**src/rtl/req_arb_pkg.sv**
```systemverilog
// rtl/req_arb_pkg.sv - shared types and defaults for the round-robin request arbiter
//
// Purpose: FSM state encoding and the default requester count used by
//          req_arbiter4 and its picker.
// Ports:   none (package).
package req_arb_pkg;

  typedef enum logic {ARB_IDLE, ARB_GRANT} arb_state_t;

  localparam int ARB_N_DEFAULT = 4;

endpackage : req_arb_pkg

```
**src/rtl/req_arbiter4_rr_pick.sv**
```systemverilog
// rtl/req_arbiter4_rr_pick.sv - combinational rotate-priority picker
//
// Purpose: finds the first set bit of pend, scanning upward from ptr and
//          wrapping from N-1 back to 0.
// Ports:
//   pend  in  N     pending-request vector
//   ptr   in  IDXW  scan start position
//   pick  out IDXW  index of the chosen request (0 when any=0)
//   any   out 1     at least one pend bit is set
module rr_pick #(
  parameter  int N    = 4,
  localparam int IDXW = $clog2(N)
) (
  input  logic [N-1:0]    pend,
  input  logic [IDXW-1:0] ptr,
  output logic [IDXW-1:0] pick,
  output logic            any
);

  logic [IDXW-1:0] scan_idx;
  logic            found;

  assign any = |pend;

  // N is a power of two, so the IDXW-bit add wraps N-1 -> 0 for free.
  always_comb begin
    pick     = '0;
    found    = 1'b0;
    scan_idx = '0;
    for (int i = 0; i < N; i++) begin
      scan_idx = ptr + IDXW'(i);
      if (!found && pend[scan_idx]) begin
        pick  = scan_idx;
        found = 1'b1;
      end
    end
  end

endmodule : rr_pick

```
**src/rtl/req_arbiter4.sv**
```systemverilog
// rtl/req_arbiter4.sv - round-robin request arbiter feeding encoder4to2
//
// Purpose: latches request pulses and issues one registered one-hot grant at a
//          time under a valid/ready handshake. An IDLE bubble follows every
//          accepted grant. Optional macro ARB_IDX_EN adds a registered binary
//          grant index port.
// Ports:
//   clk        in   1     rising-edge clock
//   rst_n      in   1     asynchronous active-low reset
//   req        in   N     request pulses/levels, latched into pend
//   gnt        out  N     registered one-hot grant, 0 when gnt_valid=0
//   gnt_valid  out  1     grant presented to the consumer
//   gnt_ready  in   1     consumer accepts the grant on this edge
//   pend       out  N     pending-request register
//   gnt_idx    out  IDXW  binary index of gnt (ARB_IDX_EN only)
module req_arbiter4
  import req_arb_pkg::*;
#(
  parameter  int N    = ARB_N_DEFAULT,
  localparam int IDXW = $clog2(N)
) (
  input  logic            clk,
  input  logic            rst_n,
  input  logic [N-1:0]    req,
  output logic [N-1:0]    gnt,
  output logic            gnt_valid,
  input  logic            gnt_ready,
  output logic [N-1:0]    pend
`ifdef ARB_IDX_EN
  ,
  output logic [IDXW-1:0] gnt_idx
`endif
);

  arb_state_t      state_q, state_d;
  logic [N-1:0]    pend_q, pend_d;
  logic [N-1:0]    gnt_q, gnt_d;
  logic [IDXW-1:0] ptr_q, ptr_d;
  logic [N-1:0]    served;
  logic [IDXW-1:0] pick;
  logic            any;
  logic [IDXW-1:0] gnt_pos;
  logic            accept;

  // Picker sees only registered pend: no combinational path req -> gnt.
  rr_pick #(.N(N)) u_pick (
    .pend (pend_q),
    .ptr  (ptr_q),
    .pick (pick),
    .any  (any)
  );

  assign accept = (state_q == ARB_GRANT) && gnt_ready;
  assign served = accept ? gnt_q : '0;

  // A req bit arriving on its own accept edge survives the clear.
  assign pend_d = (pend_q & ~served) | req;

  // Binary position of the current one-hot grant, used to advance ptr.
  always_comb begin
    gnt_pos = '0;
    for (int i = 0; i < N; i++) begin
      if (gnt_q[i]) begin
        gnt_pos = gnt_pos | IDXW'(i);
      end
    end
  end

  always_comb begin
    state_d = state_q;
    gnt_d   = gnt_q;
    ptr_d   = ptr_q;
    case (state_q)
      ARB_IDLE: begin
        gnt_d = '0;
        if (any) begin
          gnt_d   = {{(N-1){1'b0}}, 1'b1} << pick;
          state_d = ARB_GRANT;
        end
      end
      ARB_GRANT: begin
        if (gnt_ready) begin
          gnt_d   = '0;
          ptr_d   = gnt_pos + IDXW'(1);
          state_d = ARB_IDLE;
        end
      end
      default: begin
        gnt_d   = '0;
        state_d = ARB_IDLE;
      end
    endcase
  end

  always_ff @(posedge clk or negedge rst_n) begin
    if (!rst_n) begin
      state_q <= ARB_IDLE;
      pend_q  <= '0;
      gnt_q   <= '0;
      ptr_q   <= '0;
    end else begin
      state_q <= state_d;
      pend_q  <= pend_d;
      gnt_q   <= gnt_d;
      ptr_q   <= ptr_d;
    end
  end

  assign gnt       = gnt_q;
  assign gnt_valid = (state_q == ARB_GRANT);
  assign pend      = pend_q;

`ifdef ARB_IDX_EN
  logic [IDXW-1:0] gnt_idx_q, gnt_idx_d;

  // Tracks gnt exactly: loaded with the pick, cleared on accept.
  always_comb begin
    gnt_idx_d = gnt_idx_q;
    if (state_q == ARB_IDLE) begin
      gnt_idx_d = any ? pick : '0;
    end else if (gnt_ready) begin
      gnt_idx_d = '0;
    end
  end

  always_ff @(posedge clk or negedge rst_n) begin
    if (!rst_n) begin
      gnt_idx_q <= '0;
    end else begin
      gnt_idx_q <= gnt_idx_d;
    end
  end

  assign gnt_idx = gnt_idx_q;
`endif

endmodule : req_arbiter4

```
**config.mk**
```make
export PLATFORM = sky130hd
export DESIGN_NAME = req_arbiter4
export DESIGN_NICKNAME = d
export VERILOG_FILES = /design/src/rtl/req_arb_pkg.sv /design/src/rtl/req_arbiter4_rr_pick.sv /design/src/rtl/req_arbiter4.sv
export SDC_FILE = /design/constraint.sdc
export NUM_CORES = 1
export LEC_CHECK = 0
export CAP_MARGIN = 0
export CORE_AREA = 4 4 41 43
export CTS_CLUSTER_DIAMETER = 150
export DETAILED_ROUTE_END_ITERATION = 16
export DIE_AREA = 0 0 45 47
export DONT_BUFFER_PORTS = 1
export GPL_TIMING_DRIVEN = 1
export PLACE_DENSITY = 0.64
export REMOVE_ABC_BUFFERS = 1
export SYNTH_ARGS = -nofsm -noshare
export SYNTH_HDL_FRONTEND = slang
export SYNTH_SLANG_ARGS = --single-unit
```
**constraint.sdc**
```tcl
create_clock -name clk -period 3.2 [get_ports clk]
set_clock_uncertainty 0.1 [all_clocks]
set_input_delay 0 -clock clk [delete_from_list [all_inputs] [get_ports clk]]
set_output_delay 0 -clock clk [all_outputs]
set_load 0.01 [all_outputs]
```
==> run_results.csv, run 1 <==
group,metric,value,unit
flow_run,maxCapViolations,0,
finish,layout_commonest_cell,"dfrtp_1",
route,first_pass_iters,4,
synth,syn-mean-instance-area,10.5,µm²
place,dp_hpwl,844,µm
outcome,status,"finished, final reports clean",
synth,syn-cell-area,544,µm²
synth,yosys_warnings,0,
place,place.gp.congestion,0.787,
floorplan,die_area,0.00212,mm²
route,wl_per_cell,15.6,µm
clocking,clkTransAtPathRegs,0.08,ns
setup_path,endpoint_kind,"flip-flop",
worst_hold_path,hold_path.class,"in2async",
floorplan,core,0.00130,mm²
sta,setup-tns-final,0,ns
floorplan,pin_count,16,
sta,period_share,51.7,%
finish,finalInstanceArea,667,µm²
clocking,root_buffer,"clkbuf_4",
clocking,clk_latency,0.27,ns
route,wirelength,1.24,mm
clocking,post-cts-setup-buffer-count,0,
finish,utilization,51.2,%
place,dp_slack,1.72,ns
global_routing,grt_first_pass_wirelength,2.15,mm
sta,slew_viol_final,0,
setup_path,arrival,1.71,ns
setup_path,rrSetupSlack,1.55,ns
clocking,cts_made_buffers,3,
sta,setup_ws,1.55,ns
route,drc,0,
floorplan,die_x,45,µm
place,place_area,541,µm²
sta,relSlewSlack,64.3,%
global_routing,grt_max_degree,12,
setup_path,cp_max_fo,10,
clocking,htreeDepth,1,
setup_path,critical_path_class,"reg2reg",
global_routing,grt_pass1_vias,457,
finish,n_antenna_cell,0,
clocking,cts_resized,0,
global_routing,grt_use_total,14.5,%
global_routing,antenna_found_initial,0,
finish,area_growth,22.5,%
setup_path,start_kind,"flip-flop",
floorplan,start_util,41.8,%
clocking,cts-hold-fix-buffers,10,
clocking,cts_tree,"built",
synth,ys_types,22,
sta,setup-violations-final,0,
floorplan,rows,13,
synth,ys_seq_elements,11,
power,p_leak,0.256,nW
sta,tightest_slew,0.534,ns
sta,rsz0062_at_grt,"false",
clocking,cts_sinks,11,
power,power_density,778,mW/mm²
route,initialDrtViolationCount,2,
synth,syn_inst,52,
setup_path,crit_required,3.26,ns
place,numPortBuffers,0,
clocking,clockBufferDepth,2,
finish,drive_gt1_share,14.1,%
route,final_antenna_net_count,0,
global_routing,grt_overflow,0,
sta,hold_viol_final,0,
synth,yosysSeqAreaShare,50.6,%
sta,fmax,0.605,GHz
route,vias,439,
finish,layout_common_cells,"dfrtp_1, dlygate4sd3_1, nand2_1",
route,viasPerCell,5.56,
finish,final_nets,72,
sta,fin_crit,1.65,ns
floorplan,die_y,47,µm
power,report.power.total,0.519,mW
power,ir_drop,0.398,mV
==> path summary, 6_finish.rpt <==
check,start,end,cells past startpoint
setup / recovery,gnt_valid,pend[0],3
hold / removal,rst_n,gnt_valid,1
setup reg to reg,gnt_valid,pend[0],3
max in group asynchronous,rst_n,ptr_q[0],1
min in group clk,gnt_ready,gnt[0],2
hold reg to reg,ptr_q[0],ptr_q[0],2
==> routing by layer <==
| layer | up-vias | global-route usage (%) | wire (µm) |
|---|---|---|---|
| met2 | 14 | 22.6 | 578 |
| met1 | 209 | 19.1 | 558 |
| met3 | 4 | 2.30 | 68 |
| met4 | 0 | 8.77 | 29 |
| met5 | - | 0 | 0 |
| li1 | 212 | - | - |
==> cell usage after synthesis, drive strengths merged <==
cell type | count | area share (%)
buf | 2 | 4.1
a221oi | 2 | 4.4
a22o | 1 | 1.6
a21oi | 1 | 0.92
o21ai | 1 | 0.92
nand3 | 5 | 4.6
a32o | 1 | 2.1
dfrtp | 11 | 51
or2 | 1 | 1.2
nor2b | 1 | 1.2
inv | 1 | 0.69
o32ai | 1 | 1.6
and2b | 1 | 1.6
nand2 | 7 | 4.8
o31ai | 2 | 2.8
and3 | 1 | 1.2
mux2i | 2 | 3.7
xnor2 | 1 | 1.6
a21o | 5 | 7.1
nor2 | 5 | 3.4
==> state kept, by name, indices dropped and copies added, names as in the netlist <==
signal     flops
gnt_valid      1
ptr_q          2
gnt            4
pend           4
==> area by class of cell <==
class / count / area, µm²
flip-flops and latches: 11 / 275
repair buffers: 10 / 100
well taps: 15 / 18.8
clock buffers: 4 / 26.3
multi-input cells: 38 / 243
fillers: 128 / 634
inverters: 1 / 3.75
==> where the power goes <==
group	total, mW	switching (mW)	internal, mW
Clock	0.0970	0.0487	0.0483
Sequential	0.263	0.0840	0.179
Combinational	0.159	0.0704	0.0881
Total	0.519	0.203	0.316
==> through the flow <==
step	hold slack (ns)	std cells
finish	0.0420	79
global route	0.0708	79
CTS	0.0451	79
detailed placement	-0.395	65
global placement	-0.395	65
floorplan	-0.396	50
==> worst max-delay path, cell delays in order, from the launching register on <==
cell	delay [ns]
dfrtp_1	0.56
nand3_1	0.14
a21o_1	0.19
dlygate4sd3_1	0.54
==> cell families (layout without fill, tap and decap cells) <==
group | Yosys count | count (layout) | share of synthesized area [%]
compound gates | 14 | 14 | 21.4
xor+xnor | 1 | 1 | 1.61
buf+inv | 3 | 15 | 4.83
flops | 11 | 11 | 50.6
mux | 2 | 2 | 3.68
simple gates | 21 | 21 | 17.9
(Power assumes the default switching activity.)
==> run 2, diff against run 1 <==
--- a/config.mk
+++ b/config.mk
@@ -12,7 +12,7 @@
 export DIE_AREA = 0 0 45 47
 export DONT_BUFFER_PORTS = 1
 export GPL_TIMING_DRIVEN = 1
-export PLACE_DENSITY = 0.64
+export PLACE_DENSITY = 0.66
 export REMOVE_ABC_BUFFERS = 1
 export SYNTH_ARGS = -nofsm -noshare
 export SYNTH_HDL_FRONTEND = slang
==> constraint.sdc (replaced) <==
create_clock -name clk -period 1.4 [get_ports clk]
set_clock_uncertainty 0.1 [all_clocks]
set_input_delay 0 -clock clk [delete_from_list [all_inputs] [get_ports clk]]
set_output_delay 0 -clock clk [all_outputs]
set_load 0.01 [all_outputs]
==> run 2 against run 1 <==
Net effect: routed wire length grew 3.6%; register-to-register slack worse by 1.5 ns; setup slack worse by 1.5 ns; critical endpoint is now gnt[1].
==> run_results.csv, run 2 (synthesized netlist as in run 1, its figures left out) <==
group,metric,value,unit
sta,fin_crit,1.39,ns
sta,slew_viol_final,0,
sta,rsz0062_at_grt,"true",
route,drc,0,
floorplan,die_area,0.00212,mm²
clocking,clkTransAtPathRegs,0.07,ns
finish,multi_input_area,264,µm²
setup_path,critical_path.max_stage_delay,0.44,ns
place,dp_hpwl,872,µm
sta,tightest_slew,0.501,ns
route,final_antenna_net_count,0,
floorplan,pin_count,16,
global_routing,antenna_found_initial,0,
sta,relSlewSlack,66.5,%
finish,area_growth,35.4,%
route,vias,488,
sta,setup-violations-final,0,
route,m1WireLength,475,µm
power,p_leak,0.298,nW
power,power_density,1820,mW/mm²
sta,fmax,0.719,GHz
route,dr_wl_met3,62,µm
global_routing,grt_use_total,15.7,%
sta,setup_ws,0.00836,ns
finish,drive_gt1_share,36.6,%
setup_path,slowest_stage,"dfrtp_2",
clocking,root_buffer,"clkbuf_4",
sta,hold_viol_final,0,
floorplan,core,0.00130,mm²
route,wirelength,1.28,mm
finish,fillers,123,
worst_hold_path,hold_path.class,"in2async",
place,place_inst,75,
place,dp_slack,-0.0407,ns
route,wl_met2,706,µm
floorplan,die_y,47,µm
sta,setup-tns-final,0,ns
route,initialDrtViolationCount,4,
floorplan,rows,13,
finish,layout_commonest_cell,"buf_4",
finish,layout_common_cells,"buf_4, dfrtp_1, nand2_1",
finish,finalInstanceArea,737,µm²
place,numPortBuffers,0,
sta,whs,0.0269,ns
setup_path,crit_required,1.50,ns
setup_path,critical_path_class,"reg2reg",
clocking,cts_made_buffers,3,
power,report.power.total,1.34,mW
floorplan,die_x,45,µm
global_routing,grt_first_pass_wirelength,2.28,mm
floorplan,start_util,41.8,%
place,place_area,616,µm²
flow_run,maxCapViolations,0,
clocking,htreeDepth,1,
setup_path,arrival,1.49,ns
setup_path,endpoint_kind,"flip-flop",
route,wl_per_cell,14.9,µm
route,top_layer,"met4",
sta,period_share,99.4,%
setup_path,crit_chain,"mux2i_1 -> a221oi_2 -> buf_4 -> nand2_1 -> o21ai_1",
clocking,cts_tree,"built",
route,viasPerCell,5.67,
setup_path,start_kind,"flip-flop",
clocking,clockBufferDepth,2,
outcome,status,"finished, final reports clean",
power,ir_drop,0.966,mV
setup_path,cp_max_fo,4,
finish,n_antenna_cell,0,
global_routing,grt_pass1_vias,505,
global_routing,grt_max_degree,12,
place,place.gp.congestion,0.809,
finish,final_nets,79,
finish,seqCellArea,278,µm²
global_routing,grt_overflow,0,
finish,layout.cells.non_filler,86,
clocking,cts_sinks,11,
finish,utilization,56.6,%
clocking,clk_latency,0.27,ns
route,first_pass_iters,4,
-- run 2: final cells by class --
type | instances | area share [%]
Clock buffer | 4 | 3.57
Multi-Input combinational cell | 38 | 35.8
Tap cell | 15 | 2.55
Sequential cell | 11 | 37.7
Timing Repair Buffer | 17 | 19.9
Inverter | 1 | 0.509
-- run 2: timing repair --
action / in CTS / in global routing
buffers inserted: 0 / 1
hold buffers: 6 / 0
hold endpoints to repair: 19 / 0
pin swaps: 3 / 3
setup endpoints to repair: 4 / 5
resized for setup: 5 / 3
-- run 2: path summary, 6_finish.rpt --
path / startpoint / to / slack [ns] / cells after the start
min: rst_n / gnt[0] / 0.03 / 1
max reg2reg: ptr_q[1] / gnt[1] / 0.008 / 5
min in group clk: req[0] / pend[0] / 0.26 / 2
max in group asynchronous: rst_n / ptr_q[1] / 0.81 / 1
min reg2reg: ptr_q[1] / ptr_q[1] / 0.46 / 2
max: ptr_q[1] / gnt[1] / 0.008 / 5
-- run 2: metal layers --
layer / track usage [%] / vias up
li1: - / 229
met1: 15.7 / 241
met2: 28.8 / 13
met3: 3.45 / 5
met4: 10.5 / 0
met5: 0 / -
-- run 2: where the power goes --
| group | internal, mW | leakage [nW] | switching, mW |
|---|---|---|---|
| clock network | 0.111 | 0.0150 | 0.110 |
| logic | 0.302 | 0.160 | 0.239 |
| registers | 0.413 | 0.124 | 0.163 |
-- run 2: worst max-delay path, delay by kind of cell, from the launching register on --
kind | cells | cell delay, ns
mux | 1 | 0.14
buf+inv | 1 | 0.17
compound gates | 2 | 0.42
simple gates | 1 | 0.05
flops | 1 | 0.44
==> run 3, diff against run 2 <==
--- a/config.mk
+++ b/config.mk
@@ -6,13 +6,14 @@
 export NUM_CORES = 1
 export LEC_CHECK = 0
 export CAP_MARGIN = 0
-export CORE_AREA = 4 4 41 43
+export CORE_AREA = 2 2 39 41
+export CTS_BUF_LIST = sky130_fd_sc_hd__clkbuf_2 sky130_fd_sc_hd__clkbuf_4 sky130_fd_sc_hd__clkbuf_8
 export CTS_CLUSTER_DIAMETER = 150
 export DETAILED_ROUTE_END_ITERATION = 16
-export DIE_AREA = 0 0 45 47
+export DIE_AREA = 0 0 41 43
 export DONT_BUFFER_PORTS = 1
 export GPL_TIMING_DRIVEN = 1
-export PLACE_DENSITY = 0.66
+export PLACE_DENSITY_LB_ADDON = 0.1
 export REMOVE_ABC_BUFFERS = 1
 export SYNTH_ARGS = -nofsm -noshare
 export SYNTH_HDL_FRONTEND = slang
==> run 3 against run 2 <==
Net effect: the run now ends with negative setup slack left; hold slack lost 0.0043 ns; non-clock buffer count shrank 3; global-route usage grew 2.7 points; sequential power is essentially flat; fmax shrank 3.9%; register-to-register slack lost 0.06 ns; combinational power shrank 2%; clock power grew 7%; critical path depth is the same; routed wire length shrank 2.0%; highest routed layer unchanged.
==> run_results.csv, run 3 (synthesized netlist as in run 1, its figures left out) <==
group,metric,value,unit
outcome,status,"finished with violations",
outcome,violations,"negative setup slack",
clocking,clockBufferDepth,2,
sta,setup-tns-final,-0.120,ns
setup_path,cp_max_fo,5,
global_routing,grt_use_total,18.3,%
setup_path,slowest_stage,"dfrtp_2",
finish,drive_gt1_share,36.8,%
sta,setup-violations-final,4,
clocking,cts_tree,"built",
floorplan,die_area,0.00176,mm²
place,dp_hpwl,897,µm
route,first_pass_iters,4,
power,p_leak,0.290,nW
global_routing,antenna_found_initial,0,
power,power_density,1860,mW/mm²
clocking,clkTransAtPathRegs,0.07,ns
clocking,root_buffer,"clkbuf_4",
route,viasPerCell,5.46,
clocking,cts_sinks,11,
clocking,post-cts-setup-buffer-count,0,
finish,finalInstanceArea,719,µm²
route,wl_per_cell,14.9,µm
sta,fin_crit,1.45,ns
floorplan,die_x,41,µm
sta,slew_viol_final,0,
power,ir_drop,1.01,mV
route,initialDrtViolationCount,13,
setup_path,cp.buffers_inverters,1,
power,switching_share,37.9,%
power,p_clk_share,17.7,%
setup_path,crit_family,"flip-flops",
worst_hold_path,hold_path.class,"in2async",
power,p_switching,0.506,mW
finish,area_growth,32.2,%
sta,period_share,103,%
floorplan,rows,14,
power,combPwrFrac,39.5,%
setup_path,start_kind,"flip-flop",
route,wirelength,1.25,mm
place,place_area,602,µm²
setup_path,rrSetupSlack,-0.05,ns
finish,fillers,131,
setup_path,reg2reg_depth,5,
floorplan,die_y,43,µm
sta,fmax,0.691,GHz
route,final_antenna_net_count,0,
finish,n_antenna_cell,0,
sta,rsz0062_at_grt,"true",
global_routing,grt_first_pass_wirelength,2.12,mm
finish,layout_common_cells,"dfrtp_1, buf_4, nand2_1, dlygate4sd3_1, nand3_1",
setup_path,endpoint_kind,"flip-flop",
clocking,cts_made_buffers,3,
clocking,htreeDepth,1,
setup_path,arrival,1.55,ns
setup_path,critical_path_class,"reg2reg",
floorplan,start_util,39.3,%
place,place.gp.congestion,0.782,
global_routing,grt_max_degree,12,
sta,relSlewSlack,67.2,%
finish,final_nets,76,
sta,tightest_slew,0.490,ns
place,numPortBuffers,0,
flow_run,maxCapViolations,0,
power,intPower,0.831,mW
route,vias,459,
sta,setup_ws,-0.0481,ns
global_routing,grt_pass1_vias,485,
floorplan,core,0.00138,mm²
global_routing,grt_overflow,0,
sta,hold_viol_final,0,
finish,layout_commonest_cell,"dfrtp_1",
clocking,clk_latency,0.27,ns
setup_path,critical_path.max_stage_delay,0.45,ns
floorplan,pin_count,16,
setup_path,crit_chain,"mux2i_1 -> a221oi_2 -> buf_4 -> nand2_2 -> o21ai_2",
power,report.power.total,1.34,mW
setup_path,crit_required,1.50,ns
setup_path,rr_startpoint,"ptr_q[1]",
sta,whs,0.0226,ns
setup_path,r2r-end,"gnt[1]",
route,drc,0,
power,pwr-share-seq,42.8,%
-- run 3: worst max-delay path by stage --
stage          cells past startpoint  slack [ns]  endpoint  startpoint
2_1_floorplan                      4        0.01    gnt[2]    ptr_q[1]
3_3_place_gp                       5       -0.02    gnt[1]    ptr_q[1]
4_1_cts                            5       -0.05    gnt[1]    ptr_q[1]
6_report                           5       -0.05    gnt[1]    ptr_q[1]
3_5_place_dp                       5       -0.08    gnt[3]    ptr_q[1]
5_1_grt                            5        -0.1    gnt[1]    ptr_q[1]
-- run 3: final cells by class --
type | instances | area [µm²] | share of cell area (%)
clock buffer | 4 | 30.0 | 4.17
inverter | 1 | 3.75 | 0.522
multi-input combinational | 38 | 265 | 36.9
sequential | 11 | 277 | 38.4
tap | 16 | 20.0 | 2.78
timing repair buffer | 14 | 124 | 17.2
-- run 3: power by group through the flow --
| stage | Clock, mW | Combinational, mW | Sequential, mW |
|---|---|---|---|
| final | 0.236 | 0.528 | 0.573 |
| after CTS | 0.237 | 0.507 | 0.567 |
| after global routing | 0.261 | 0.580 | 0.591 |
| after detailed placement | 0 | 0.456 | 0.570 |
| after floorplan | 0 | 0.281 | 0.563 |
| after global placement | 0 | 0.446 | 0.567 |
-- run 3: stage by stage --
| step | utilization (%) | instances | worst slack, ns |
|---|---|---|---|
| after global placement | 43.5 | 74 | -0.0152 |
| after CTS | 50.9 | 84 | -0.0463 |
| after global routing | 52.0 | 84 | -0.0981 |
| after floorplan | - | 50 | 0.0107 |
| after detailed placement | 43.5 | 74 | -0.0782 |
| final | 52.0 | 84 | -0.0481 |
-- run 3: per-layer routing --
layer | global-route usage (%) | vias up | wire length, µm
li1 | - | 223 | -
met1 | 23.2 | 219 | 528
met2 | 25.9 | 13 | 599
met3 | 6.81 | 4 | 98
met4 | 10.0 | 0 | 26
met5 | 0 | - | 0
-- run 3: repair_timing --
action | CTS | global route
pin swaps | 4 | 2
hold buffers | 6 | 0
setup endpoints to repair | 4 | 4
hold endpoints to repair | 21 | 0
resized for setup | 5 | 4
